### src/rtl/xbar_pkg.sv
// Shared crossbar definitions: port count plus output-arbiter types and defaults.
package xbar_pkg;

    localparam int ports        = 4;
    localparam int ARB_SEL_W    = $clog2(ports);
    localparam int ARB_MAX_HOLD = 80;

    typedef enum logic {
        IDLE = 1'b0,
        HOLD = 1'b1
    } arb_state_t;

endpackage

### src/rtl/rr_priority_sel.sv
// Combinational round-robin selector: first set req bit searching upward from ptr+1,
// wrapping modulo NUM_REQ. Shared by the output arbiters and the input-side scheduler.
module rr_priority_sel
    import xbar_pkg::*;
#(
    parameter int NUM_REQ = ports,
    parameter int SEL_W   = $clog2(NUM_REQ)
) (
    input  logic [NUM_REQ-1:0] req,
    input  logic [SEL_W-1:0]   ptr,
    output logic [SEL_W-1:0]   winner,
    output logic               found
);

    logic [SEL_W:0]   sum;
    logic [SEL_W-1:0] idx;

    // Walk from the farthest candidate back to ptr+1 so the nearest one wins.
    always_comb begin
        winner = '0;
        found  = 1'b0;
        sum    = '0;
        idx    = '0;
        for (int i = NUM_REQ; i >= 1; i--) begin
            sum = {1'b0, ptr} + (SEL_W+1)'(i);
            if (sum >= (SEL_W+1)'(NUM_REQ))
                sum = sum - (SEL_W+1)'(NUM_REQ);
            idx = sum[SEL_W-1:0];
            if (req[idx]) begin
                winner = idx;
                found  = 1'b1;
            end
        end
    end

endmodule

### src/rtl/xbar_out_arbiter.sv
// Per-output-port round-robin arbiter; grants only on slot_tick and holds for a packet.
// Optional forced release after MAX_HOLD cycles when XBAR_ARB_TIMEOUT_EN is defined.
module xbar_out_arbiter
    import xbar_pkg::*;
#(
    parameter int NUM_REQ  = ports,
    parameter int SEL_W    = $clog2(NUM_REQ),
    parameter int MAX_HOLD = ARB_MAX_HOLD
) (
    input  logic               clk,
    input  logic               rst,
    input  logic               slot_tick,
    input  logic [NUM_REQ-1:0] req,
    input  logic [NUM_REQ-1:0] valid,
    input  logic [NUM_REQ-1:0] eop,
    output logic [NUM_REQ-1:0] gnt,
    output logic               gnt_valid,
    output logic [SEL_W-1:0]   mux_sel,
    output logic               timeout_err
);

    if (MAX_HOLD < 2) begin : g_bad_hold
        $error("xbar_out_arbiter: MAX_HOLD must be at least 2");
    end

    arb_state_t         state_q, state_n;
    logic [NUM_REQ-1:0] gnt_n;
    logic [SEL_W-1:0]   sel_n;
    logic [SEL_W-1:0]   ptr_q, ptr_n;
    logic [SEL_W-1:0]   win;
    logic               found;
    logic               rel;
    logic               tmo_hit;

    rr_priority_sel #(
        .NUM_REQ (NUM_REQ),
        .SEL_W   (SEL_W)
    ) u_sel (
        .req    (req),
        .ptr    (ptr_q),
        .winner (win),
        .found  (found)
    );

    // mux_sel holds the current winner for the whole packet.
    assign rel       = (valid[mux_sel] & eop[mux_sel]) | ~req[mux_sel];
    assign gnt_valid = |gnt;

    always_comb begin
        state_n = state_q;
        gnt_n   = gnt;
        sel_n   = mux_sel;
        ptr_n   = ptr_q;
        case (state_q)
            IDLE: begin
                if (slot_tick && found) begin
                    state_n    = HOLD;
                    gnt_n      = '0;
                    gnt_n[win] = 1'b1;
                    sel_n      = win;
                end
            end
            HOLD: begin
                // Release beats a coincident slot_tick: no grant until the next tick.
                if (rel || tmo_hit) begin
                    state_n = IDLE;
                    gnt_n   = '0;
                    ptr_n   = mux_sel;
                end
            end
            default: state_n = IDLE;
        endcase
    end

    always_ff @(posedge clk or negedge rst) begin
        if (!rst) begin
            state_q <= IDLE;
            gnt     <= '0;
            mux_sel <= '0;
            ptr_q   <= SEL_W'(NUM_REQ-1);
        end else begin
            state_q <= state_n;
            gnt     <= gnt_n;
            mux_sel <= sel_n;
            ptr_q   <= ptr_n;
        end
    end

`ifdef XBAR_ARB_TIMEOUT_EN
    localparam int CNT_W = $clog2(MAX_HOLD);

    logic [CNT_W-1:0] hold_cnt;
    logic             tmo_err_q;

    assign tmo_hit     = (state_q == HOLD) && (hold_cnt == CNT_W'(MAX_HOLD-1));
    assign timeout_err = tmo_err_q;

    // Counter sits at zero in IDLE, so every HOLD entry starts from zero.
    always_ff @(posedge clk or negedge rst) begin
        if (!rst) begin
            hold_cnt  <= '0;
            tmo_err_q <= 1'b0;
        end else begin
            hold_cnt  <= (state_q == HOLD) ? hold_cnt + 1'b1 : '0;
            tmo_err_q <= tmo_hit & ~rel;
        end
    end
`else
    assign tmo_hit     = 1'b0;
    assign timeout_err = 1'b0;
`endif

endmodule

### config.mk
export PLATFORM = sky130hd
export DESIGN_NAME = xbar_out_arbiter
export DESIGN_NICKNAME = d
export VERILOG_FILES = /design/src/rtl/xbar_pkg.sv /design/src/rtl/rr_priority_sel.sv /design/src/rtl/xbar_out_arbiter.sv
export SDC_FILE = /design/constraint.sdc
export NUM_CORES = 1
export LEC_CHECK = 0
export ABC_AREA = 1
export ABC_CLOCK_PERIOD_IN_PS = 1400
export CAP_MARGIN = 20
export CORE_ASPECT_RATIO = 1.25
export CORE_MARGIN = 3
export CORE_UTILIZATION = 41
export CTS_CLUSTER_SIZE = 30
export DETAILED_ROUTE_END_ITERATION = 10
export HOLD_SLACK_MARGIN = 0.06
export PLACE_DENSITY = 0.82
export SYNTH_ARGS = -nofsm -noshare
export SYNTH_HDL_FRONTEND = slang
export SYNTH_SLANG_ARGS = --single-unit
export TNS_END_PERCENT = 5
### constraint.sdc
create_clock -name clk -period 1.4 [get_ports clk]
set_input_delay 0.42 -clock clk [delete_from_list [all_inputs] [get_ports clk]]
set_output_delay 0.42 -clock clk [all_outputs]
set_load 0.05 [all_outputs]
After elaboration in Yosys (flattened, before gate mapping)
Index checks and enable logic that the tools add are counted.
- bits in registers: 9
- bits in latches: 0
- bits in writable memories: 0
- ROM bits: 0
- input port bits: 15
- output and inout port bits: 8
- logic and storage cells: 69
- memories: 0
- add/sub/neg operators: 8
- $mul: 0
- div/mod/pow operators: 0
- $lt $le $gt $ge: 11
- eq/ne operators: 2
- shift-type cells: 0
- muxes and demuxes: 34
- bitwise operators: 4
- reduce and logical (&&, ||, !) cells: 6
- operator list (kind ; count):
    less-than comparator 2 x 3 -> 1 bit, second input constant ; 6
    two-way mux 2 bit ; 8
    binary-select mux 1 bit (select 2 bit) ; 7
    two-way mux 1 bit ; 14
    greater-or-equal comparator 3 bit, second input constant ; 4
    two-way mux 4 bit ; 2
    case mux 4 bit (2 select lines) ; 1
    subtractor 2 x 1 -> 2 bit, second input constant ; 4
    adder 2 x 2 -> 3 bit, second input constant ; 2
    AND reduction 2 bit ; 3
    OR reduction 4 bit ; 1
    adder 2 x 1 -> 3 bit, second input constant ; 1
    adder 2 x 3 -> 3 bit, second input constant ; 1
    demux 1 bit (select 2 bit) ; 1
    greater-or-equal comparator 2 x 1 -> 1 bit, second input constant ; 1
    logical AND 1 bit ; 2
    != test 2 x 1 -> 1 bit, second input constant ; 1
    != test 2 bit, second input constant ; 1
    NOT 1 bit ; 2
    case mux 1 bit (2 select lines) ; 1
    bitwise AND 1 bit ; 1
    bitwise OR 1 bit ; 1

Longest topological paths before layout
Gate-level depths: netlist of run 1.
- word-level depth: 15
- mapped depth: 12
- depth with buffers taken out: 11

Cells and area by module
From an unflattened synthesis of run 1, not the netlist that was laid out.
- cell total of the unflattened synthesis: 105
- area, all modules: 706.9 µm²
- by module, submodules not included (module ; times used ; cells each ; area an instance (µm²) ; seq. area each (µm²)):
    xbar_out_arbiter ; 1 ; 56 ; 480.5 ; 227.7
    rr_priority_sel ; 1 ; 49 ; 226.5 ; 0.0

Least setup slack after synthesis of run 1
Ideal clock, no wire load.
- path type: flip-flop to output port
- from: register gnt[1]
- to: output gnt_valid
- data arrival time: 1.386 ns
- required time: 0.980 ns
- setup slack: -0.406 ns
- cell stages (with the launch flop): 2
- buffers on the path: 0
- cells stage by stage: dfrtp_1 or4_1
- cells in the longest elaborated chain, start to end: 1
- RTL lines (what ; RTL line ; text):
    start, declared ; xbar_out_arbiter.sv:16 ; output logic [NUM_REQ-1:0] gnt,
    start signal, assigned ; xbar_out_arbiter.sv:83 ; gnt <= gnt_n;
    OR reduction 4 bit ; xbar_out_arbiter.sv:47 ; assign gnt_valid = |gnt;
    end, declared ; xbar_out_arbiter.sv:17 ; output logic gnt_valid,
No other way between the ends.

Final worst setup path of run 1
- from: register gnt[2]
- to: output gnt_valid
The elaborated chain is that of the path after synthesis.

==> impl_metrics.tcl, run 1 <==
set metrics [dict create \
    status "finished, violations left" \
    violations "setup timing" \
    fmax_mhz 559 \
    arrival_ps 1370 \
    synth_edf_count 0 \
    intPower_uw 1270 \
    cp_max_fo 2 \
    drt-total-wl_mm 1.96 \
    synth.avg_cell_area_um2 6.77 \
    pre_cts_ws_ps -473 \
    fp-row-count 16 \
    grt-ovfl-total 0 \
    ant_nets 0 \
    fin_crit_sh 1.28 \
    totalNegativeSetupSlack_ps -1310 \
    syn_inst 110 \
    synth_xor_area_frac 0 \
    area_growth_pct 55.0 \
    power.density_nw_per_um2 2210 \
    syn_nets 125 \
    async_flop_share 1.00 \
    finalWeightedCongestion 0.889 \
    peakVddDrop_v 0.00128 \
    required_ps 980 \
    cts_tree "yes" \
    multi_input_area_um2 450 \
    hold_violations 0 \
    htree_levels 1 \
    fin_crit_ps 1790 \
    finalSetupViolCount 9 \
    detail_route.wl_per_cell_um 12.2 \
    nFillCells 140 \
    fin_cells 161 \
    cts_root_buf "clkbuf_4" \
    synth_top_family_by_area "simple AND/OR/NAND/NOR gates" \
    drv_cap 0 \
    io_pins 23 \
    grt_pass1_vias 787 \
    cts_buffers 3 \
    power_leakage_uw 0.000605 \
    start_util 0.454 \
    first_iter_violations 25 \
    synth_top_area_cell "dfrtp_1" \
    cp-end-kind "primary output" \
    grt_usage 0.181 \
    vias_per_cell 4.88 \
    antenna_found_initial 0 \
    drc_errors 0 \
    use_met1 0.196 \
    clk_latency_ps 260 \
    dpl.hpwl_mm 1.58 \
    place_inst 156 \
    r2r_setup_slack_ps -160 \
    grt.met2_usage 0.335 \
    synthTopCellsByArea "dfrtp_1 (24%), nand2_1 (21%), nand3_1 (13%)" \
    syn_area_um2 744 \
    grt.busiest_layer "met2" \
    die_area_um2 2370 \
    grt_max_degree 10 \
    synthAdderAreaFrac 0 \
    diodes 0 \
    clock_path_buffers 2 \
    synth_ff_type "dfrtp_1" \
    io_buffers 21 \
    die_w_um 44.1 \
    ys_types 22 \
    synth_common_cells "nand2_1 (42), nand3_1 (20), inv_1 (12)" \
    synth_compound_area_frac 0.0437 \
    final_max_slew_viol_count 0 \
    hold_class "in -> async" \
    synthSimpleGateAreaFrac 0.534 \
    muxShareOfSynthArea 0 \
    crit_type "reg -> out" \
    synth_warnings 0 \
    grt_pass1_wl_mm 3.19 \
    ys_seq_elements 9 \
    synth_top_area_share 0.235 \
    regArea_um2 233 \
    ys_seq_area_frac 0.306 \
    cts.sinks 9 \
    pwr-share-comb 0.717 \
    drt_pre_antenna_iters 4 \
    yosysMostFrequentCell "nand2_1" \
    fin_skew_ps 4.26 \
    clk_pin_slew_ps 60 \
    layout.nets 159 \
    setup_ws_ps -390 \
    final_core_util 0.703 \
    p_sw_uw 1280 \
    sw_frac_of_total 0.503 \
    die_height_um 53.6 \
    met3_usage 0.0301 \
    clockPowerShare 0.077 \
    rsz0062_at_grt "true" \
    holdWs_ps 463 \
    drive_gt1_frac 0.343 \
    seq_power_share 0.207 \
    core_area_um2 1640 \
    vias 786 \
    start_kind "flop" \
]
[flip-flops by register name, summed over array words and instances, names as in the netlist]
signal	count
ptr_q	2
mux_sel	2
state_q	1
gnt	4
[through the flow]
stage,area [um^2],power [uW]
after floorplan,752,1600
after global placement,1090,2200
after detailed placement,1090,2240
after CTS,1130,2490
after global routing,1150,2740
final,1150,2550
[metal layers]
| metal | wire length (um) | vias up |
|---|---|---|
| li1 | - | 409 |
| met1 | 797 | 352 |
| met2 | 1060 | 21 |
| met3 | 69 | 4 |
| met4 | 33 | 0 |
| met5 | 0 | - |
[cell type report]
| type | instances | share of cell area |
|---|---|---|
| Multi-Input combinational cell | 84 | 0.390 |
| Timing Repair Buffer | 31 | 0.310 |
| Sequential cell | 9 | 0.202 |
| Inverter | 15 | 0.0553 |
| Clock buffer | 4 | 0.0228 |
| Tap cell | 18 | 0.0195 |
[logic make-up after synthesis]
| logic type | after synthesis |
|---|---|
| other cells | 1 |
| simple gates | 77 |
| compound gates | 6 |
| flops | 9 |
| buf+inv | 17 |
[cells in the final DEF (no fill, tap or decap)]
master           synthesis  layout
nor2_4                   1       1
nand3_4                  1       1
buf_8                    0       1
inv_2                    1       1
clkbuf_1                 0       1
dfrtp_2                  0       4
nand2_4                  3       3
dlymetal6s2s_1           0       1
nand2_2                  6      11
inv_6                    1       1
nand3_2                  1       1
dfstp_2                  2       2
nor3_4                   1       1
nand3_1                 20      20
dfrtp_1                  7       3
conb_1                   1       1
nor2_2                   1       1
buf_6                    1       2
dlygate4sd2_1            0       2
or4_4                    0       1
clkdlybuf4s50_1          0      11
buf_4                    1       8
clkbuf_4                 0       3
inv_4                    1       1
inv_1                   12      12
nand2_1                 42      37
o21ai_1                  1       4
o21ai_0                  4       1
buf_12                   0       6
a21boi_1                 1       1
[path summary, 6_finish.rpt]
kind,startpoint,to,cells after the start
setup / recovery,gnt[2],gnt_valid,2
hold / removal,rst,state_q,1
setup reg to reg,ptr_q[0],gnt[0],10
hold reg to reg,mux_sel[0],mux_sel[0],2
max in group asynchronous,rst,ptr_q[0],1
min in group clk,mux_sel[0],mux_sel[0],2
[worst max-delay path, cell delays in order, from the launching register on]
cell,delay (ps)
dfrtp_2,400
or4_4,540
buf_8,170
[power groups by stage]
stage,registers [uW],clock network [uW],logic [uW]
2_1_floorplan,663,0,937
3_3_place_gp,517,0,1690
3_5_place_dp,520,0,1720
4_1_cts,524,205,1770
5_1_grt,546,216,1980
6_report,528,196,1830
[what timing repair did]
item	CTS	global route
cloned	0	0
hold buffers	0	0
endpoints found under the setup margin	11	14
pin swaps	0	0
gates resized for setup	7	9
buffers inserted	0	1
Power figures use the tool's default switching activity.
==> inputs of run 2 (changes only) <==
Settings changed: CORE_UTILIZATION 41 to 40, SYNTH_HIERARCHICAL from default to 1.
==> run 2 against run 1 <==
Effect of this change:
- the flow still finishes with violations (setup timing)
- sequential power up 4%
- setup slack improved by 7.4 ps
- non-clock buffer count decreased by 1
- combinational power barely moved
- highest routed layer unchanged
- largest cell class unchanged
==> impl_metrics.tcl, run 2 <==
set metrics [dict create \
    violations "setup timing" \
    synth.avg_cell_area_um2 6.73 \
    ys_seq_area_frac 0.322 \
    die_w_um 43.6 \
    crit_slowest_cell "or4_4" \
    ant_nets 0 \
    grt_usage 0.182 \
    grt.busiest_layer "met2" \
    cts_root_buf "clkbuf_4" \
    power_leakage_uw 0.000585 \
    rsz0062_at_grt "true" \
    arrival_ps 1360 \
    final_common_cell "nand2_1" \
    fmax_mhz 561 \
    drc_errors 0 \
    cts.sinks 9 \
    synth_edf_count 0 \
    pre_cts_ws_ps -564 \
    grt_max_degree 10 \
    finalWeightedCongestion 0.875 \
    clk_pin_slew_ps 60 \
    ys_seq_elements 9 \
    grt_pass1_vias 801 \
    crit_type "reg -> out" \
    core_area_um2 1620 \
    die_height_um 53 \
    ff2ff_path_depth 9 \
    status "finished, violations left" \
    die_area_um2 2310 \
    hold_buffers 0 \
    crit_buf_inv 1 \
    fin_crit_ps 1780 \
    use_met1 0.216 \
    power.density_nw_per_um2 2280 \
    drv_cap 0 \
    antenna_found_initial 0 \
    first_iter_violations 17 \
    met3_usage 0.0136 \
    yosysMostFrequentCell "nand2_1" \
    cts_setup_buffers 0 \
    start_kind "flop" \
    fp-row-count 16 \
    layout_common_cells "nand2_1 (37), clkdlybuf4s50_1 (13), nand2_2 (12), buf_4 (9)" \
    slowest_delay_ps 530 \
    syn_nets 120 \
    crit_path_end "gnt_valid" \
    muxShareOfSynthArea 0 \
    hold_class "in -> async" \
    fin_cells 155 \
    r2r-start "ptr_q[0]" \
    async_flop_share 1.00 \
    ys_types 22 \
    cp-startpoint "gnt[2]" \
    fin_crit_sh 1.27 \
    grt.met2_usage 0.323 \
    dpl.hpwl_mm 1.46 \
    clock_path_buffers 2 \
    path_cells "or4_4, buf_6" \
    drt-total-wl_mm 1.93 \
    setup_ws_ps -383 \
    synth_ff_type "dfrtp_1" \
    reg.largest.list "gnt (4), mux_sel (2), ptr_q (2)" \
    synth_compound_area_frac 0.0336 \
    detail_route.wl_per_cell_um 12.4 \
    vias_per_cell 5.19 \
    cp-end-kind "primary output" \
    io_buffers 21 \
    final_max_slew_viol_count 0 \
    grt_pass1_wl_mm 3.22 \
    finalSetupViolCount 7 \
    synth_common_cells "nand2_1 (45), inv_1 (10), nand3_1 (8), nand4_1 (8)" \
    synth_warnings 6 \
    fin_skew_ps 1.54 \
    start_util 0.436 \
    cp_max_fo 2 \
    regArea_um2 231 \
    drive_gt1_frac 0.387 \
    clk_latency_ps 260 \
    htree_levels 1 \
    synth_xor_area_frac 0 \
    crit_family "simple AND/OR/NAND/NOR gates" \
    io_pins 23 \
    synth_top_area_cell "dfrtp_1" \
    synthTopCellsByArea "dfrtp_1 (25%), nand2_1 (24%), dfstp_2 (7.4%)" \
    syn_area_um2 707 \
    cts_tree "yes" \
    synth_top_area_share 0.248 \
    vias 804 \
    largest_register_ffs 4 \
    rr_endpoint "gnt[1]" \
    synthAdderAreaFrac 0 \
    multi_input_area_um2 448 \
    area_growth_pct 59.3 \
    required_ps 980 \
    cts_buffers 3 \
    grt-ovfl-total 0 \
    syn_inst 105 \
    nFillCells 134 \
    synthSimpleGateAreaFrac 0.527 \
    regMostFlops "gnt" \
    peakVddDrop_v 0.00155 \
    hold_violations 0 \
    place_inst 151 \
    diodes 0 \
    synth_top_family_by_area "simple AND/OR/NAND/NOR gates" \
    layout.nets 153 \
    r2r_setup_slack_ps -230 \
    critical_path_cell_count 2 \
    drt_pre_antenna_iters 4 \
]
## run 2: changes by cell type after synthesis, sizes merged
| cell | delta |
|---|---|
| inv | -2 |
| nor2 | +1 |
| a21boi | -1 |
| clkinv | +1 |
| nand3 | -13 |
| and2 | +1 |
| o21ai | -2 |
| a21oi | +1 |
| nand2 | +1 |
| nor3 | -1 |
| nand3b | +1 |
| nand4 | +8 |
## run 2: stage by stage
stage	area, um^2	hold slack (ps)	utilization	power (uW)	TNS (ps)
after floorplan	714	124	-	1610	-878
after global placement	1050	480	0.650	2160	-3380
after detailed placement	1050	482	0.650	2210	-3840
after CTS	1100	456	0.678	2510	-1420
after global routing	1130	460	0.694	2750	-2370
final	1130	448	0.694	2570	-1750
## run 2: where the power goes
part           switching, uW  internal [uW]
Sequential               158            391
Combinational           1080            748
Clock                   90.1            110
Total                   1320           1250
## run 2: worst min path at each step
stage / endpoint / slack [ps] / cells after the start
after floorplan: gnt[0] / 120 / 0
after global placement: ptr_q[1] / 480 / 2
after detailed placement: ptr_q[1] / 480 / 2
after CTS: mux_sel[0] / 460 / 1
after global routing: state_q / 460 / 1
final: mux_sel[0] / 450 / 1
## run 2: layout make-up
class / count / area share
tap: 18 / 0.0200
timing repair buffer: 30 / 0.300
multi-input combinational: 80 / 0.398
inverter: 14 / 0.0533
sequential: 9 / 0.206
clock buffer: 4 / 0.0233
## run 2: cell families after synthesis
kind of cell           Yosys count
AO/OA/AOI/OAI                    4
buffers and inverters           16
flip-flops                       9
other                            1
AND/OR/NAND/NOR                 75
## run 2: layer usage
metal  part of all wire  wire (um)
met1               0.41        797
met3              0.033         64
met4              0.031         59
met5                  0          0
met2               0.52       1010
## run 2: timing repair
| item | CTS | global route |
|---|---|---|
| endpoints found under the hold margin | 0 | 0 |
| gates resized for setup | 9 | 8 |
| endpoints found under the setup margin | 8 | 8 |
| pin swaps | 1 | 1 |
